--- src/rtl/ultrasonic_proximity_ranger.sv ---
// ultrasonic_proximity_ranger
//   Drives an HC-SR04-style ultrasonic sensor. It issues a trigger pulse,
//   times the returning echo pulse and converts the width into a 4-bit
//   proximity code (15 = closest, 0 = nothing in range). It also flags
//   measurement timeouts and an echo line that is already high at trigger
//   start.
//
// Ports
//   clk        in   system clock
//   reset      in   synchronous reset, active-low
//   enable     in   1 = keep ranging; 0 = finish current measurement, then idle
//   echo       in   raw asynchronous echo pin from sensor
//   trig       out  trigger pulse to sensor
//   proximity  out  latest proximity code
//   valid      out  one-cycle pulse when proximity/timeout update
//   timeout    out  last measurement timed out (held until next valid)
//   fault      out  echo was high at a trigger start (held until reset)

module ultrasonic_proximity_ranger #(
   parameter int unsigned TRIG_CYCLES   = 32'd1000,
   parameter int unsigned STEP_CYCLES   = 32'd58000,
   parameter int unsigned ECHO_TIMEOUT  = 32'd2500000,
   parameter int unsigned PERIOD_CYCLES = 32'd6000000
) (
   input  logic       clk,
   input  logic       reset,
   input  logic       enable,
   input  logic       echo,
   output logic       trig,
   output logic [3:0] proximity,
   output logic       valid,
   output logic       timeout,
   output logic       fault
);

   typedef enum logic [2:0] {
      S_IDLE      = 3'd0,
      S_TRIG      = 3'd1,
      S_WAIT_RISE = 3'd2,
      S_MEASURE   = 3'd3,
      S_DONE      = 3'd4,
      S_HOLDOFF   = 3'd5
   } state_t;

   // Terminal counts: a counter holding *_LAST is in its final cycle.
   localparam logic [31:0] TRIG_LAST   = TRIG_CYCLES - 32'd1;
   localparam logic [31:0] STEP_LAST   = STEP_CYCLES - 32'd1;
   localparam logic [31:0] ECHO_LAST   = ECHO_TIMEOUT - 32'd1;
   localparam logic [31:0] PERIOD_LAST = PERIOD_CYCLES - 32'd1;
   localparam logic [31:0] CNT_MAX     = 32'hFFFF_FFFF;

   state_t      state_q, state_d;
   logic        sync1_q;
   logic        echo_s_q;
   logic        echo_prev_q;
   logic [31:0] cnt_q, cnt_d;          // trigger / wait / echo-high counter
   logic [31:0] step_cnt_q, step_cnt_d;
   logic [4:0]  steps_q, steps_d;
   logic [31:0] period_q, period_d;
   logic        trig_q, trig_d;
   logic [3:0]  prox_q, prox_d;
   logic        valid_q, valid_d;
   logic        timeout_q, timeout_d;
   logic        fault_q, fault_d;
   logic        start_s;
   logic        echo_rise_s;
   logic        echo_fall_s;

   assign echo_rise_s = echo_s_q & ~echo_prev_q;
   assign echo_fall_s = ~echo_s_q & echo_prev_q;

   // Two-flop synchroniser for the raw echo pin plus the edge-detect copy.
   always_ff @(posedge clk) begin
      if (!reset) begin
         sync1_q     <= 1'b0;
         echo_s_q    <= 1'b0;
         echo_prev_q <= 1'b0;
      end else begin
         sync1_q     <= echo;
         echo_s_q    <= sync1_q;
         echo_prev_q <= echo_s_q;
      end
   end

   // Next-state, counter and output computation for the ranging FSM.
   always_comb begin
      state_d    = state_q;
      cnt_d      = cnt_q;
      step_cnt_d = step_cnt_q;
      steps_d    = steps_q;
      trig_d     = trig_q;
      prox_d     = prox_q;
      valid_d    = 1'b0;
      timeout_d  = timeout_q;
      fault_d    = fault_q;
      start_s    = 1'b0;

      // Period counter runs from trigger start through holdoff and saturates.
      if (state_q == S_IDLE) begin
         period_d = period_q;
      end else if (period_q == CNT_MAX) begin
         period_d = period_q;
      end else begin
         period_d = period_q + 32'd1;
      end

      case (state_q)
         S_IDLE: begin
            if (enable) begin
               start_s = 1'b1;
            end else begin
               state_d = S_IDLE;
            end
         end
         S_TRIG: begin
            if (cnt_q >= TRIG_LAST) begin
               trig_d  = 1'b0;
               cnt_d   = 32'd0;
               state_d = S_WAIT_RISE;
            end else begin
               cnt_d = cnt_q + 32'd1;
            end
         end
         S_WAIT_RISE: begin
            if (echo_rise_s) begin
               // The rise cycle itself is the first echo-high cycle.
               state_d    = S_MEASURE;
               cnt_d      = 32'd1;
               step_cnt_d = 32'd1;
               steps_d    = 5'd0;
            end else if (cnt_q >= ECHO_LAST) begin
               state_d   = S_DONE;
               valid_d   = 1'b1;
               prox_d    = 4'd0;
               timeout_d = 1'b1;
            end else begin
               cnt_d = cnt_q + 32'd1;
            end
         end
         S_MEASURE: begin
            if (echo_fall_s) begin
               state_d   = S_DONE;
               valid_d   = 1'b1;
               timeout_d = 1'b0;
               if (steps_q >= 5'd16) begin
                  prox_d = 4'd0;
               end else begin
                  prox_d = 4'(5'd15 - steps_q);
               end
            end else if (echo_s_q) begin
               if (cnt_q >= ECHO_LAST) begin
                  state_d   = S_DONE;
                  valid_d   = 1'b1;
                  prox_d    = 4'd0;
                  timeout_d = 1'b1;
               end else begin
                  cnt_d = cnt_q + 32'd1;
                  if (step_cnt_q >= STEP_LAST) begin
                     step_cnt_d = 32'd0;
                     if (steps_q >= 5'd16) begin
                        steps_d = steps_q;
                     end else begin
                        steps_d = steps_q + 5'd1;
                     end
                  end else begin
                     step_cnt_d = step_cnt_q + 32'd1;
                  end
               end
            end else begin
               state_d = S_MEASURE;
            end
         end
         S_DONE: begin
            state_d = S_HOLDOFF;
         end
         S_HOLDOFF: begin
            if (period_q >= PERIOD_LAST) begin
               if (enable) begin
                  start_s = 1'b1;
               end else begin
                  state_d = S_IDLE;
               end
            end else begin
               state_d = S_HOLDOFF;
            end
         end
         default: begin
            state_d = S_IDLE;
            trig_d  = 1'b0;
         end
      endcase

      // Common trigger-start actions; fault latches if echo is already high.
      if (start_s) begin
         state_d  = S_TRIG;
         trig_d   = 1'b1;
         cnt_d    = 32'd0;
         period_d = 32'd0;
         if (echo_s_q) begin
            fault_d = 1'b1;
         end else begin
            fault_d = fault_q;
         end
      end else begin
         start_s = 1'b0;
      end
   end

   // State and output registers.
   always_ff @(posedge clk) begin
      if (!reset) begin
         state_q    <= S_IDLE;
         cnt_q      <= 32'd0;
         step_cnt_q <= 32'd0;
         steps_q    <= 5'd0;
         period_q   <= 32'd0;
         trig_q     <= 1'b0;
         prox_q     <= 4'd0;
         valid_q    <= 1'b0;
         timeout_q  <= 1'b0;
         fault_q    <= 1'b0;
      end else begin
         state_q    <= state_d;
         cnt_q      <= cnt_d;
         step_cnt_q <= step_cnt_d;
         steps_q    <= steps_d;
         period_q   <= period_d;
         trig_q     <= trig_d;
         prox_q     <= prox_d;
         valid_q    <= valid_d;
         timeout_q  <= timeout_d;
         fault_q    <= fault_d;
      end
   end

   assign trig      = trig_q;
   assign proximity = prox_q;
   assign valid     = valid_q;
   assign timeout   = timeout_q;
   assign fault     = fault_q;

endmodule

--- config.mk ---
export PLATFORM = sky130hd
export DESIGN_NAME = ultrasonic_proximity_ranger
export DESIGN_NICKNAME = d
export VERILOG_FILES = /design/src/rtl/ultrasonic_proximity_ranger.sv
export SDC_FILE = /design/constraint.sdc
export NUM_CORES = 1
export LEC_CHECK = 0
export ABC_CLOCK_PERIOD_IN_PS = 2500
export CORE_AREA = 2 2 115 117
export CTS_CLUSTER_SIZE = 28
export DETAILED_ROUTE_END_ITERATION = 7
export DIE_AREA = 0 0 117 119
export PLACE_DENSITY = 0.7
export REMOVE_ABC_BUFFERS = 1
export SETUP_SLACK_MARGIN = 0.5
export SLEW_MARGIN = 20
export SYNTH_ARGS = -nofsm -noshare
export SYNTH_HDL_FRONTEND = slang
export SYNTH_SLANG_ARGS = --single-unit
export TNS_END_PERCENT = 30
--- constraint.sdc ---
create_clock -name clk -period 2.5 [get_ports clk]
set_clock_uncertainty 0.05 [all_clocks]
set_input_delay 0.375 -clock clk [delete_from_list [all_inputs] [get_ports clk]]
set_output_delay 0.375 -clock clk [all_outputs]
set_load 0.05 [all_outputs]
* Word-level counts from Yosys, hierarchy flattened
Cells that the tools add are included.
Storage, ports and cells: register bits 115, input bits 4, output and inout port bits 8, word-level logic and storage cells 110
Operators by class: add/sub/neg operators 5, magnitude comparators 5, eq/ne operators 17, mux-type cells 50, bitwise gates (word level) 7, reductions and logical operators 12
Operators with widths (count):
- 32-bit 2-to-1 mux | 10
- 32-bit by 1-bit adder with 32-bit output, second input constant | 3
- 32-bit one-hot mux with 3 select lines | 1
- 32-bit one-hot mux with 2 select lines | 1
- 32-bit equality test, second input constant | 1
- 32-bit by 10-bit greater-or-equal comparator with 1-bit output, second input constant | 1
- 32-bit by 16-bit greater-or-equal comparator with 1-bit output, second input constant | 1
- 32-bit by 22-bit greater-or-equal comparator with 1-bit output, second input constant | 1
- 32-bit by 23-bit greater-or-equal comparator with 1-bit output, second input constant | 1
- 5-bit 2-to-1 mux | 6
- 3-bit 2-to-1 mux | 7
- 4-bit 2-to-1 mux | 5
- 3-bit one-hot mux with 6 select lines | 1
- 2-bit != test, second input constant | 8
- 1-bit 2-to-1 mux | 13
- 5-bit one-hot mux with 2 select lines | 1
- 1-bit one-hot mux with 2 select lines | 4
- 4-bit one-hot mux with 2 select lines | 1
- 7-bit AND reduction | 1
- 3-bit by 2-bit equality test with 1-bit output, second input constant | 2
- 3-bit equality test, second input constant | 2
- 3-bit != test, second input constant | 2
- 2-bit AND reduction | 3
- 3-bit AND reduction | 2
- other kinds (13) | 18

* Depth between registers and ports, before layout
depth in word-level cells 7, depth in mapped cells 9

* Worst setup path before layout
Ideal clock, no wire load.
path type register to register, start point register cnt_q[24], end point register cnt_q[4], library setup time 0.074 ns, arrival time 2.301 ns, data required time 2.376 ns, slack 0.075 ns, cell stages (with the launch flop) 9, clock period less this slack 2.425 ns, cells stage by stage dfxtp_1 nor4_2 nand2_1 o41ai_4 nand2_2 or3_1 buf_2 or3_1 a31oi_1
On the way: cells in the longest elaborated chain, start to end 5, elaborated cells on any way between the ends 8
RTL lines:
- start, declared | RTL line 56 | logic [31:0] cnt_q, cnt_d;
- start signal, assigned | RTL line 224 | cnt_q <= cnt_d;
- 32-bit by 22-bit greater-or-equal comparator with 1-bit output | RTL line 131, 151
- 32-bit 2-to-1 mux (3 in a row)
- 32-bit one-hot mux with 3 select lines * | RTL line 107 | case (state_q)
Every way passes the cells marked *; elsewhere a longest branch is shown, timed or not. The select of a mux whose other input is x is not followed. A chain may end at the register's enable or synchronous reset.

* Worst setup path after layout
start point register cnt_q[15], end point register cnt_q[4]
The elaborated chain is that of the path after synthesis.

==> reports/results.ini <==
[place]
gp_congestion = 0.8428
hpwl_um = 9230
place_worst_setup_slack_ps = -96.45
port-buffer-count = 11

[hold_path]
hp-class = reg -> reg

[synth]
synth.most_common_cell = dfxtp_1
yosys.area.top_type_share_pct = 41.13
ys.flop_type = dfxtp_1
synth_seq_cells = 115
synth_cells = 681
ys.warnings.count = 0
synth_edf_count = 0
ys_async_sr_fraction_pct = 0
netlist_area_mm2 = 0.005598
yosys.area.top_type = dfxtp_1
synthTopCellsByCount = dfxtp_1, nor2_1, nand2_1
synthTopCellsByArea = dfxtp_1, nor2_1, a21oi_1, nand2_1, xnor2_1
post_synth.cell_area_avg_um2 = 8.220
ys_seq_area_share_pct = 41.13
synth.distinct_cells = 61

[worst_setup_path]
cp-start-kind = flop
critPathMaxFanout = 8
critical_path_required_ps = 2790
crit_type = reg -> reg
endpoint_kind = flop
arrival_ps = 2740

[sta]
rsz0062_at_grt = yes
slew_headroom_pct = 66.16
timing.fmax_mhz = 407.1
setup_ws_ps = 43.80
tightest_slew_ps = 506.7
slew_violations = 0
fin_crit_ps = 2456
fin_hold_ws_ps = 377.5
hold_viol = 0
setup_violations = 0
fin_crit_sh_pct = 98.25

[global_routing]
overflow = 0
grt_pass1_wl_um = 23510
track_usage_pct = 20.91
antenna_found_initial = 0
grt_pass1_vias = 5153
grt_max_degree = 43

[drt]
wl_um = 14880
drt_iter0_markers = 370
vias_per_cell = 5.657
dr.pass1.iters = 5
drc = 0
drt.antenna.violating_nets = 0
vias = 5374
wl_per_cell_um = 15.67

[floorplanning]
row_count = 42
start_util_pct = 43.48
io_pins = 12
coreArea_mm2 = 0.01287
die_w_um = 117
die_h_um = 119
die_area_mm2 = 0.01392

[cts]
ctsHtreeMaxLevel = 4
root_buffer = clkbuf_16
clk_pin_slew_ps = 60
hold_buffers = 0
cts.sinks = 115
tritoncts = yes
clkLatencyLatePin_ps = 410
cts_buffer_depth = 2
cts_buffers = 17

[layout]
fill_cells = 1069
fin_nets = 771
num_antenna_cells = 0
syn2layout_area_growth_pct = 34.94
fin_util_pct = 58.67
drive_gt1_share_pct = 25.71

[flow_run]
cap_violations = 0

[power]
power.density_mw_per_mm2 = 630.5
p_leak_nw = 2.861
ir_worst_vdd_v = 0.0005232

[status]
status = complete, no violations

-- state kept, by name, indices dropped and copies added, names as in the netlist --
| signal | cells |
|---|---|
| valid | 1 |
| fault | 1 |
| proximity | 4 |
| state_q | 3 |
| step_cnt_q | 32 |
| echo_s_q | 1 |
| timeout | 1 |
| cnt_q | 32 |
| echo_prev_q | 1 |
| period_q | 32 |
| trig | 1 |
| sync1_q | 1 |
| steps_q | 5 |
-- cell type report --
class | count | area, µm² | area share (%)
sequential | 115 | 2344 | 31.03
multi-input combinational | 531 | 3560 | 47.13
tap | 176 | 220.2 | 2.915
inverter | 10 | 41.29 | 0.5466
clock buffer | 21 | 480.5 | 6.361
clock inverter | 9 | 128.9 | 1.706
timing repair buffer | 88 | 779.5 | 10.32
-- per-stage QoR --
stage	cells	setup TNS, ps	instance area, µm²	total power [W]
floorplan	656	-84720	5494	0.002073
detailed placement	891	-391.3	6232	0.002223
global route	950	-176.2	7553	0.004913
CTS	931	0	7057	0.004720
finish	950	0	7553	0.004762
global placement	891	0	6232	0.002214
-- repair_timing --
item / CTS / global route
gates cloned: 0 / 4
gates resized for setup: 31 / 93
endpoints found under the setup margin: 114 / 118
setup buffers: 10 / 15
pin swaps: 27 / 48
-- layout by cell type, fill, tap and decap left out, drive strengths merged, types with 21 or more instances in the layout --
cell    count
dfxtp     115
nor2       91
buf        76
nand2      58
a21oi      53
nand3      33
nor3       24
or3        23
clkbuf     22
nand4      21
xnor2      21
and3       21
o21ai      21
-- cell families after synthesis --
group,after synthesis,synth area share [%]
simple gates,334,30.69
xor+xnor,38,5.945
compound gates,149,17.73
fa+ha+maj,4,0.8941
mux,6,1.095
flops,115,41.13
buf+inv,35,2.526
-- worst paths after layout --
check        slack [ps]                   start                    end  cells past startpoint
max                  40  cnt_q[15]$_SDFFE_PP0P_  cnt_q[4]$_SDFFE_PP0P_                      7
min                 380      sync1_q$_SDFF_PN0_    echo_s_q$_SDFF_PN0_                      1
max reg2reg          40  cnt_q[15]$_SDFFE_PP0P_  cnt_q[4]$_SDFFE_PP0P_                      7
min reg2reg         380      sync1_q$_SDFF_PN0_    echo_s_q$_SDFF_PN0_                      1
-- power by group --
group	leakage (nW)	switching (W)	internal (W)
Clock	0.297	0.000826	0.00165
Sequential	0.939	0.0000180	0.00185
Combinational	1.63	0.000244	0.000172
-- per-layer routing --
layer	wire [µm]	vias to the layer above	GRT usage [%]	share of wire, %
li1	-	2647	-	-
met5	0	-	0	0
met3	694	28	5.445	4.7
met2	7279	151	33.74	49
met4	290	0	7.353	1.9
met1	6618	2548	26.88	44
-- critical path, stage by stage (launching register included) --
cell     delay [ps]
dfxtp_4         360
nor4_4          310
nand4_1         210
o41ai_4         400
nand2_2         100
or3_4           400
or3_4           380
a31oi_1         160
No activity file was read; power rests on OpenSTA's default activity.
